## config.mk

```make
export PLATFORM = sky130hd
export DESIGN_NAME = alu_cmd_sequencer
export DESIGN_NICKNAME = d
export VERILOG_FILES = /design/src/rtl/alu_cmd_pkg.sv /design/src/rtl/alu_cmd_timeout.sv /design/src/rtl/alu_cmd_sequencer.sv
export SDC_FILE = /design/constraint.sdc
export NUM_CORES = 1
export LEC_CHECK = 0
export CORE_ASPECT_RATIO = 1.75
export CORE_MARGIN = 2
export CORE_UTILIZATION = 64
export DETAILED_ROUTE_END_ITERATION = 6
export DONT_BUFFER_PORTS = 1
export PLACE_DENSITY_LB_ADDON = 0.12
export SETUP_SLACK_MARGIN = 0.02
export SLEW_MARGIN = 0
export SYNTH_ARGS = -nofsm -noshare
export SYNTH_HDL_FRONTEND = slang
export SYNTH_SLANG_ARGS = --single-unit
```

## constraint.sdc

```tcl
create_clock -name i_clock -period 5.6 [get_ports i_clock]
set_input_delay 0.56 -clock i_clock [delete_from_list [all_inputs] [get_ports i_clock]]
set_output_delay 0.56 -clock i_clock [all_outputs]
set_load 0.005 [all_outputs]
```

## src/rtl/alu_cmd_pkg.sv

```systemverilog
// Shared definitions for the ALU command sequencer: FSM encodings,
// status codes returned to the host and the default frame marker.
package alu_cmd_pkg;

    // 4-bit state encodings
    localparam logic [3:0] S_IDLE      = 4'd0;
    localparam logic [3:0] S_GET_OP    = 4'd1;
    localparam logic [3:0] S_GET_A     = 4'd2;
    localparam logic [3:0] S_GET_B     = 4'd3;
    localparam logic [3:0] S_GET_CHK   = 4'd4;
    localparam logic [3:0] S_EXEC      = 4'd5;
    localparam logic [3:0] S_SEND_RES  = 4'd6;
    localparam logic [3:0] S_WAIT_RES  = 4'd7;
    localparam logic [3:0] S_SEND_STAT = 4'd8;
    localparam logic [3:0] S_WAIT_STAT = 4'd9;

    typedef enum logic [3:0] {
        IDLE      = S_IDLE,
        GET_OP    = S_GET_OP,
        GET_A     = S_GET_A,
        GET_B     = S_GET_B,
        GET_CHK   = S_GET_CHK,
        EXEC      = S_EXEC,
        SEND_RES  = S_SEND_RES,
        WAIT_RES  = S_WAIT_RES,
        SEND_STAT = S_SEND_STAT,
        WAIT_STAT = S_WAIT_STAT
    } state_t;

    // Status byte values sent after every frame
    localparam logic [7:0] ST_OK  = 8'h00;
    localparam logic [7:0] ST_CHK = 8'hE1;
    localparam logic [7:0] ST_TMO = 8'hE2;
    localparam logic [7:0] ST_OPC = 8'hE3;

    localparam logic [7:0] SYNC_BYTE_DEF = 8'hA5;

endpackage

```

## src/rtl/alu_cmd_timeout.sv

```systemverilog
// Inter-byte timeout: counts baud sample ticks while enabled and pulses
// expire on the tick that completes TIMEOUT_TICKS ticks without a clear.
module alu_cmd_timeout #(
    parameter int                NB_TMO        = 16,
    parameter logic [NB_TMO-1:0] TIMEOUT_TICKS = 16'd2048
) (
    input  logic clk,
    input  logic srst,
    input  logic enable,
    input  logic clear,
    input  logic tick,
    output logic expire
);

    localparam logic [NB_TMO-1:0] LAST_COUNT = TIMEOUT_TICKS - NB_TMO'(1);

    logic [NB_TMO-1:0] count_reg;
    logic [NB_TMO-1:0] count_next;

    // A clear in the same cycle as the final tick suppresses the expiry
    assign expire = enable & tick & ~clear & (count_reg == LAST_COUNT);

    // Next count: held at zero while disabled so every enable starts fresh
    always_comb begin
        count_next = count_reg;
        if (clear || !enable) begin
            count_next = '0;
        end else if (tick) begin
            count_next = expire ? '0 : count_reg + NB_TMO'(1);
        end
    end

    // Count register
    always_ff @(posedge clk) begin
        if (srst) begin
            count_reg <= '0;
        end else begin
            count_reg <= count_next;
        end
    end

endmodule

```

## src/rtl/alu_cmd_sequencer.sv

```systemverilog
// Framed command controller: collects sync/op/A/B/checksum from the UART
// receiver, drives the ALU, and returns result and status bytes through
// the UART transmitter using its done handshake.
module alu_cmd_sequencer
    import alu_cmd_pkg::*;
#(
    parameter int           NB_DATA       = 8,
    parameter int           NB_OP         = 6,
    parameter logic [7:0]   SYNC_BYTE     = SYNC_BYTE_DEF,
    parameter int           NB_TMO        = 16,
    parameter logic [15:0]  TIMEOUT_TICKS = 16'd2048
) (
    input  logic               i_clock,
    input  logic               i_reset,
    input  logic               i_s_tick,
    input  logic               i_rx_done_tick,
    input  logic [NB_DATA-1:0] i_rx_data,
    input  logic               i_tx_done_tick,
    input  logic [NB_DATA-1:0] i_alu_result,
    output logic [NB_DATA-1:0] o_data_a,
    output logic [NB_DATA-1:0] o_data_b,
    output logic [NB_OP-1:0]   o_operation,
    output logic               o_tx_start,
    output logic [NB_DATA-1:0] o_tx_data,
    output logic               o_busy,
    output logic               o_frame_error
);

    state_t             state_reg, state_next;
    logic [NB_DATA-1:0] op_s_reg, op_s_next;
    logic [NB_DATA-1:0] a_s_reg, a_s_next;
    logic [NB_DATA-1:0] b_s_reg, b_s_next;
    logic [NB_DATA-1:0] data_a_reg, data_a_next;
    logic [NB_DATA-1:0] data_b_reg, data_b_next;
    logic [NB_OP-1:0]   operation_reg, operation_next;
    logic [NB_DATA-1:0] result_reg, result_next;
    logic [NB_DATA-1:0] status_reg, status_next;
    logic               frame_error_reg, frame_error_next;

    logic in_get;
    logic tmo_expire;

    assign in_get = (state_reg == GET_OP) || (state_reg == GET_A) ||
                    (state_reg == GET_B)  || (state_reg == GET_CHK);

    // Counter is held at zero outside the GET states, so entering GET_OP
    // always starts from zero; each received byte restarts it.
    alu_cmd_timeout #(
        .NB_TMO        (NB_TMO),
        .TIMEOUT_TICKS (NB_TMO'(TIMEOUT_TICKS))
    ) u_timeout (
        .clk    (i_clock),
        .srst   (i_reset),
        .enable (in_get),
        .clear  (i_rx_done_tick),
        .tick   (i_s_tick),
        .expire (tmo_expire)
    );

    // Next-state and datapath updates; rx bytes outside IDLE/GET_* are dropped
    always_comb begin
        state_next       = state_reg;
        op_s_next        = op_s_reg;
        a_s_next         = a_s_reg;
        b_s_next         = b_s_reg;
        data_a_next      = data_a_reg;
        data_b_next      = data_b_reg;
        operation_next   = operation_reg;
        result_next      = result_reg;
        status_next      = status_reg;
        frame_error_next = 1'b0;
        case (state_reg)
            IDLE: begin
                if (i_rx_done_tick && (i_rx_data == SYNC_BYTE[NB_DATA-1:0])) begin
                    state_next = GET_OP;
                end
            end
            GET_OP, GET_A, GET_B: begin
                if (i_rx_done_tick) begin
                    if (state_reg == GET_OP) begin
                        op_s_next  = i_rx_data;
                        state_next = GET_A;
                    end else if (state_reg == GET_A) begin
                        a_s_next   = i_rx_data;
                        state_next = GET_B;
                    end else begin
                        b_s_next   = i_rx_data;
                        state_next = GET_CHK;
                    end
                end else if (tmo_expire) begin
                    status_next      = ST_TMO;
                    frame_error_next = 1'b1;
                    state_next       = SEND_STAT;
                end
            end
            GET_CHK: begin
                if (i_rx_done_tick) begin
                    if (i_rx_data != (op_s_reg ^ a_s_reg ^ b_s_reg)) begin
                        status_next      = ST_CHK;
                        frame_error_next = 1'b1;
                        state_next       = SEND_STAT;
                    end else if (op_s_reg[NB_DATA-1:NB_OP] != '0) begin
                        status_next      = ST_OPC;
                        frame_error_next = 1'b1;
                        state_next       = SEND_STAT;
                    end else begin
                        data_a_next    = a_s_reg;
                        data_b_next    = b_s_reg;
                        operation_next = op_s_reg[NB_OP-1:0];
                        state_next     = EXEC;
                    end
                end else if (tmo_expire) begin
                    status_next      = ST_TMO;
                    frame_error_next = 1'b1;
                    state_next       = SEND_STAT;
                end
            end
            EXEC: begin
                // ALU operands have had a full cycle to settle
                result_next = i_alu_result;
                state_next  = SEND_RES;
            end
            SEND_RES:  state_next = WAIT_RES;
            WAIT_RES: begin
                if (i_tx_done_tick) begin
                    status_next = ST_OK;
                    state_next  = SEND_STAT;
                end
            end
            SEND_STAT: state_next = WAIT_STAT;
            WAIT_STAT: begin
                if (i_tx_done_tick) begin
                    state_next = IDLE;
                end
            end
            default:   state_next = IDLE;
        endcase
    end

    // State and datapath registers
    always_ff @(posedge i_clock) begin
        if (i_reset) begin
            state_reg       <= IDLE;
            op_s_reg        <= '0;
            a_s_reg         <= '0;
            b_s_reg         <= '0;
            data_a_reg      <= '0;
            data_b_reg      <= '0;
            operation_reg   <= '0;
            result_reg      <= '0;
            status_reg      <= '0;
            frame_error_reg <= 1'b0;
        end else begin
            state_reg       <= state_next;
            op_s_reg        <= op_s_next;
            a_s_reg         <= a_s_next;
            b_s_reg         <= b_s_next;
            data_a_reg      <= data_a_next;
            data_b_reg      <= data_b_next;
            operation_reg   <= operation_next;
            result_reg      <= result_next;
            status_reg      <= status_next;
            frame_error_reg <= frame_error_next;
        end
    end

    // Transmit side is a pure function of state; o_tx_data stays put through WAIT
    always_comb begin
        o_tx_start = (state_reg == SEND_RES) || (state_reg == SEND_STAT);
        o_busy     = !(in_get || (state_reg == IDLE));
        o_tx_data  = '0;
        if ((state_reg == SEND_RES) || (state_reg == WAIT_RES)) begin
            o_tx_data = result_reg;
        end else if ((state_reg == SEND_STAT) || (state_reg == WAIT_STAT)) begin
            o_tx_data = status_reg;
        end
    end

    assign o_data_a      = data_a_reg;
    assign o_data_b      = data_b_reg;
    assign o_operation   = operation_reg;
    assign o_frame_error = frame_error_reg;

endmodule

```

==> metrics.json <==
{
  "layout.area.seq_mm2": 0.001662,
  "route.detailed.drc": 0,
  "fin_crit_ns": 2.598,
  "post_synth_adder_cell_area_pct": 0.3355,
  "finalSetupViolations": 0,
  "synth_sequential_area_ratio_pct": 44.55,
  "worstSkewPairLatency_ns": 0.35,
  "largest_net_degree_at_the_start_of_global_routing": 64,
  "worstReg2RegStart": "state_reg[0]",
  "n_fill_cell": 480,
  "final_cell_count_without_fillers": 477,
  "gp_congestion": 0.8992,
  "finalCoreUtilization_pct": 70.16,
  "synth_xor_area_share_pct": 8.688,
  "post_synth_design_cell_area_mm2": 0.003730,
  "setup.worst_path.end_class": "primary output",
  "syn-mean-instance-area_um2": 9.278,
  "postSynthRegisterBits": 83,
  "first_pass_grt_wire_length_um": 12210,
  "max_slew_margin_pct": 32.53,
  "antennaDiodeCount": 0,
  "final_layout_size_suffix_gt1_share_pct": 5.237,
  "cts_root_buffer": "clkbuf_8",
  "rsz_0062_raised_after_global_routing": "no",
  "min-delay-path-class": "input pin to flip-flop",
  "dominant_combinational_cell_family_by_area_after_synthesis": "simple AND/OR/NAND/NOR gates",
  "critical_path.startpoint": "state_reg[2]",
  "ys_types": 49,
  "antenna_found_initial": 0,
  "layout_commonest_cell": "nor2_1",
  "timing.critical_path.fanout_max": 17,
  "final.period_utilization_pct": 46.40,
  "fin_nets": 418,
  "cts_buffer_depth": 2,
  "synth-edff-count": 0,
  "ys.flop_type": "dfxtp_1",
  "cts_buffers": 9,
  "reg2reg_to": "status_reg[1]",
  "synthSimpleGateAreaFrac_pct": 20.50,
  "peak_supply_drop_uv": 227.1,
  "timing_worst_slew_pin_value_ns": 1.010,
  "cts_tree": "built",
  "cts.sinks": 83,
  "max_cap_viol_count": 0,
  "via_count": 2770,
  "number_of_placed_instances_with_taps_included": 461,
  "max_clock_freq_mhz": 384.8,
  "post_cts_resize_count": 0,
  "p_per_area_mw_per_mm2": 250.2,
  "async_flop_share_pct": 0,
  "largest_register_ffs": 16,
  "global_route.usage.total_pct": 24.71,
  "count_of_final_max_slew_check_failures": 0,
  "final_cell_mix": "nor2_1, dfxtp_1, mux2i_1",
  "layout-area-overhead-vs-synth_pct": 5.065,
  "num_rows": 36,
  "synth.net_count": 424,
  "drt-initial-drc-count": 154,
  "cts.htree.levels": 3,
  "io_buffers": 0,
  "route.detailed.vias_per_inst": 5.807,
  "timing.setup.tns_ns": 0,
  "clock-skew-final_ns": 0.01065,
  "synthesis.instances": 402,
  "post_synth_mux_area_share_pct": 14.49,
  "critical_path.endpoint": "o_tx_start",
  "post_synthesis_compound_gate_area_fraction_pct": 8.420,
  "cp_data_required_time_ns": 5.04,
  "initial_utilization_pct": 66.78,
  "crit_type": "flip-flop to primary output",
  "startpoint_type_of_the_worst_setup_path": "flip-flop",
  "clock_input_transition_at_the_sequential_cells_of_the_worst_setup_and_hold_paths_ns": 0.07,
  "synth_warnings": 0,
  "die_width_um": 61.71,
  "die_area_mm2": 0.006478,
  "cts_hold_buffers": 0,
  "multi_input_comb_area_mm2": 0.001956,
  "fp.dieH_um": 105.0,
  "reg2reg_setup_slack_ns": 3.21,
  "hpwlAfterDp_um": 5390,
  "worst_path_arrival_ns": 2.04,
  "wl_um": 7510,
  "core_mm2": 0.005585,
  "io_pins": 54,
  "timing_hold_violations_final": 0,
  "power.static_leakage_nw": 1.344,
  "cts.repair_timing.setup_buffer_count": 0,
  "reg2regPathDepth": 5,
  "detailed_route_wire_length_per_cell_um": 15.74,
  "first_global_vias": 2575,
  "global_route.overflow_total": 0,
  "number_of_detailed_routing_iterations_run_before_antenna_repair": 4,
  "remaining_antenna_violation_count": 0,
  "status": "finished clean"
}
## worst min-delay path by stage
| stage | from | end | depth (start not counted) |
|---|---|---|---|
| finish | i_reset | o_operation[1] | 1 |
| global route | i_reset | result_reg[1] | 1 |
| CTS | i_reset | o_data_a[1] | 1 |
| detailed placement | status_reg[6] | status_reg[6] | 1 |
| global placement | status_reg[5] | status_reg[5] | 1 |
| floorplan | status_reg[5] | status_reg[5] | 1 |
## metal layers
metal,part of all wire (%),global-route usage [%],wire length [µm],vias up
li1,-,-,-,1372
met3,5.1,7.797,382,20
met1,39,28.06,2955,1301
met4,3.5,11.55,260,0
met5,0,0,0,-
met2,52,40.23,3911,77
## cell usage after synthesis, drive strengths merged (3+ instances only)
| cell | number | area share [%] |
|---|---|---|
| nor2 | 85 | 8.6 |
| dfxtp | 83 | 45 |
| mux2i | 54 | 14 |
| xnor2 | 24 | 5.6 |
| nand2 | 14 | 1.4 |
| xor2 | 13 | 3.1 |
| clkbuf | 12 | 1.2 |
| o21ai | 11 | 1.5 |
| nand4 | 10 | 1.8 |
| a21oi | 9 | 1.2 |
| nand3 | 9 | 1.2 |
| nor3 | 9 | 1.2 |
| a22o | 8 | 1.9 |
| buf | 7 | 1.3 |
| nand2b | 6 | 1.0 |
| inv | 5 | 0.50 |
| nor3b | 4 | 0.94 |
| o21a | 4 | 0.81 |
| or3 | 3 | 0.50 |
| or4 | 3 | 0.70 |
## critical path, cell delays in order, from the launching register on
cell and delay (ns):
dfxtp_1 0.64, nand2_1 0.17, nor2_1 0.52, nor2_1 0.16, nor2_1 0.19
## stage by stage
stage / power (mW) / instance area, µm² / worst slack, ns / hold WS (ns)
3_3_place_gp: 0.6167 / 3746 / 3.293 / 0.4535
3_5_place_dp: 0.6168 / 3746 / 3.257 / 0.4607
6_report: 0.9806 / 3919 / 3.002 / 0.2754
5_1_grt: 1.016 / 3919 / 2.810 / 0.2518
4_1_cts: 0.9939 / 3919 / 2.986 / 0.2533
2_1_floorplan: 0.6226 / 3730 / 3.462 / 0.4416
## final cells by class
cell class / instances / share of cell area (%)
clock inverter: 2 / 0.2554
clock buffer: 14 / 4.151
inverter: 5 / 0.4789
sequential: 83 / 42.40
multi-input combinational: 295 / 49.90
timing repair buffer: 2 / 0.3831
tap: 76 / 2.427
## kinds of logic (layout without fill, tap and decap cells)
group                      after synthesis  in the layout
and+or+nand+nor                        157            157
DFF                                     83             83
muxes                                   54             54
AOI/OAI and AO/OA                       46             46
xor gates and xnor gates                37             37
buffers and inverters                   24             23
adders and majority gates                1              1
## where the power goes
| part | switching, mW | internal [mW] | total (mW) |
|---|---|---|---|
| sequential | 0.0000776 | 0.590 | 0.590 |
| clock | 0.193 | 0.184 | 0.378 |
| combinational | 0.00616 | 0.00699 | 0.0132 |
| total | 0.199 | 0.781 | 0.981 |
Power figures use the tool's default switching activity.
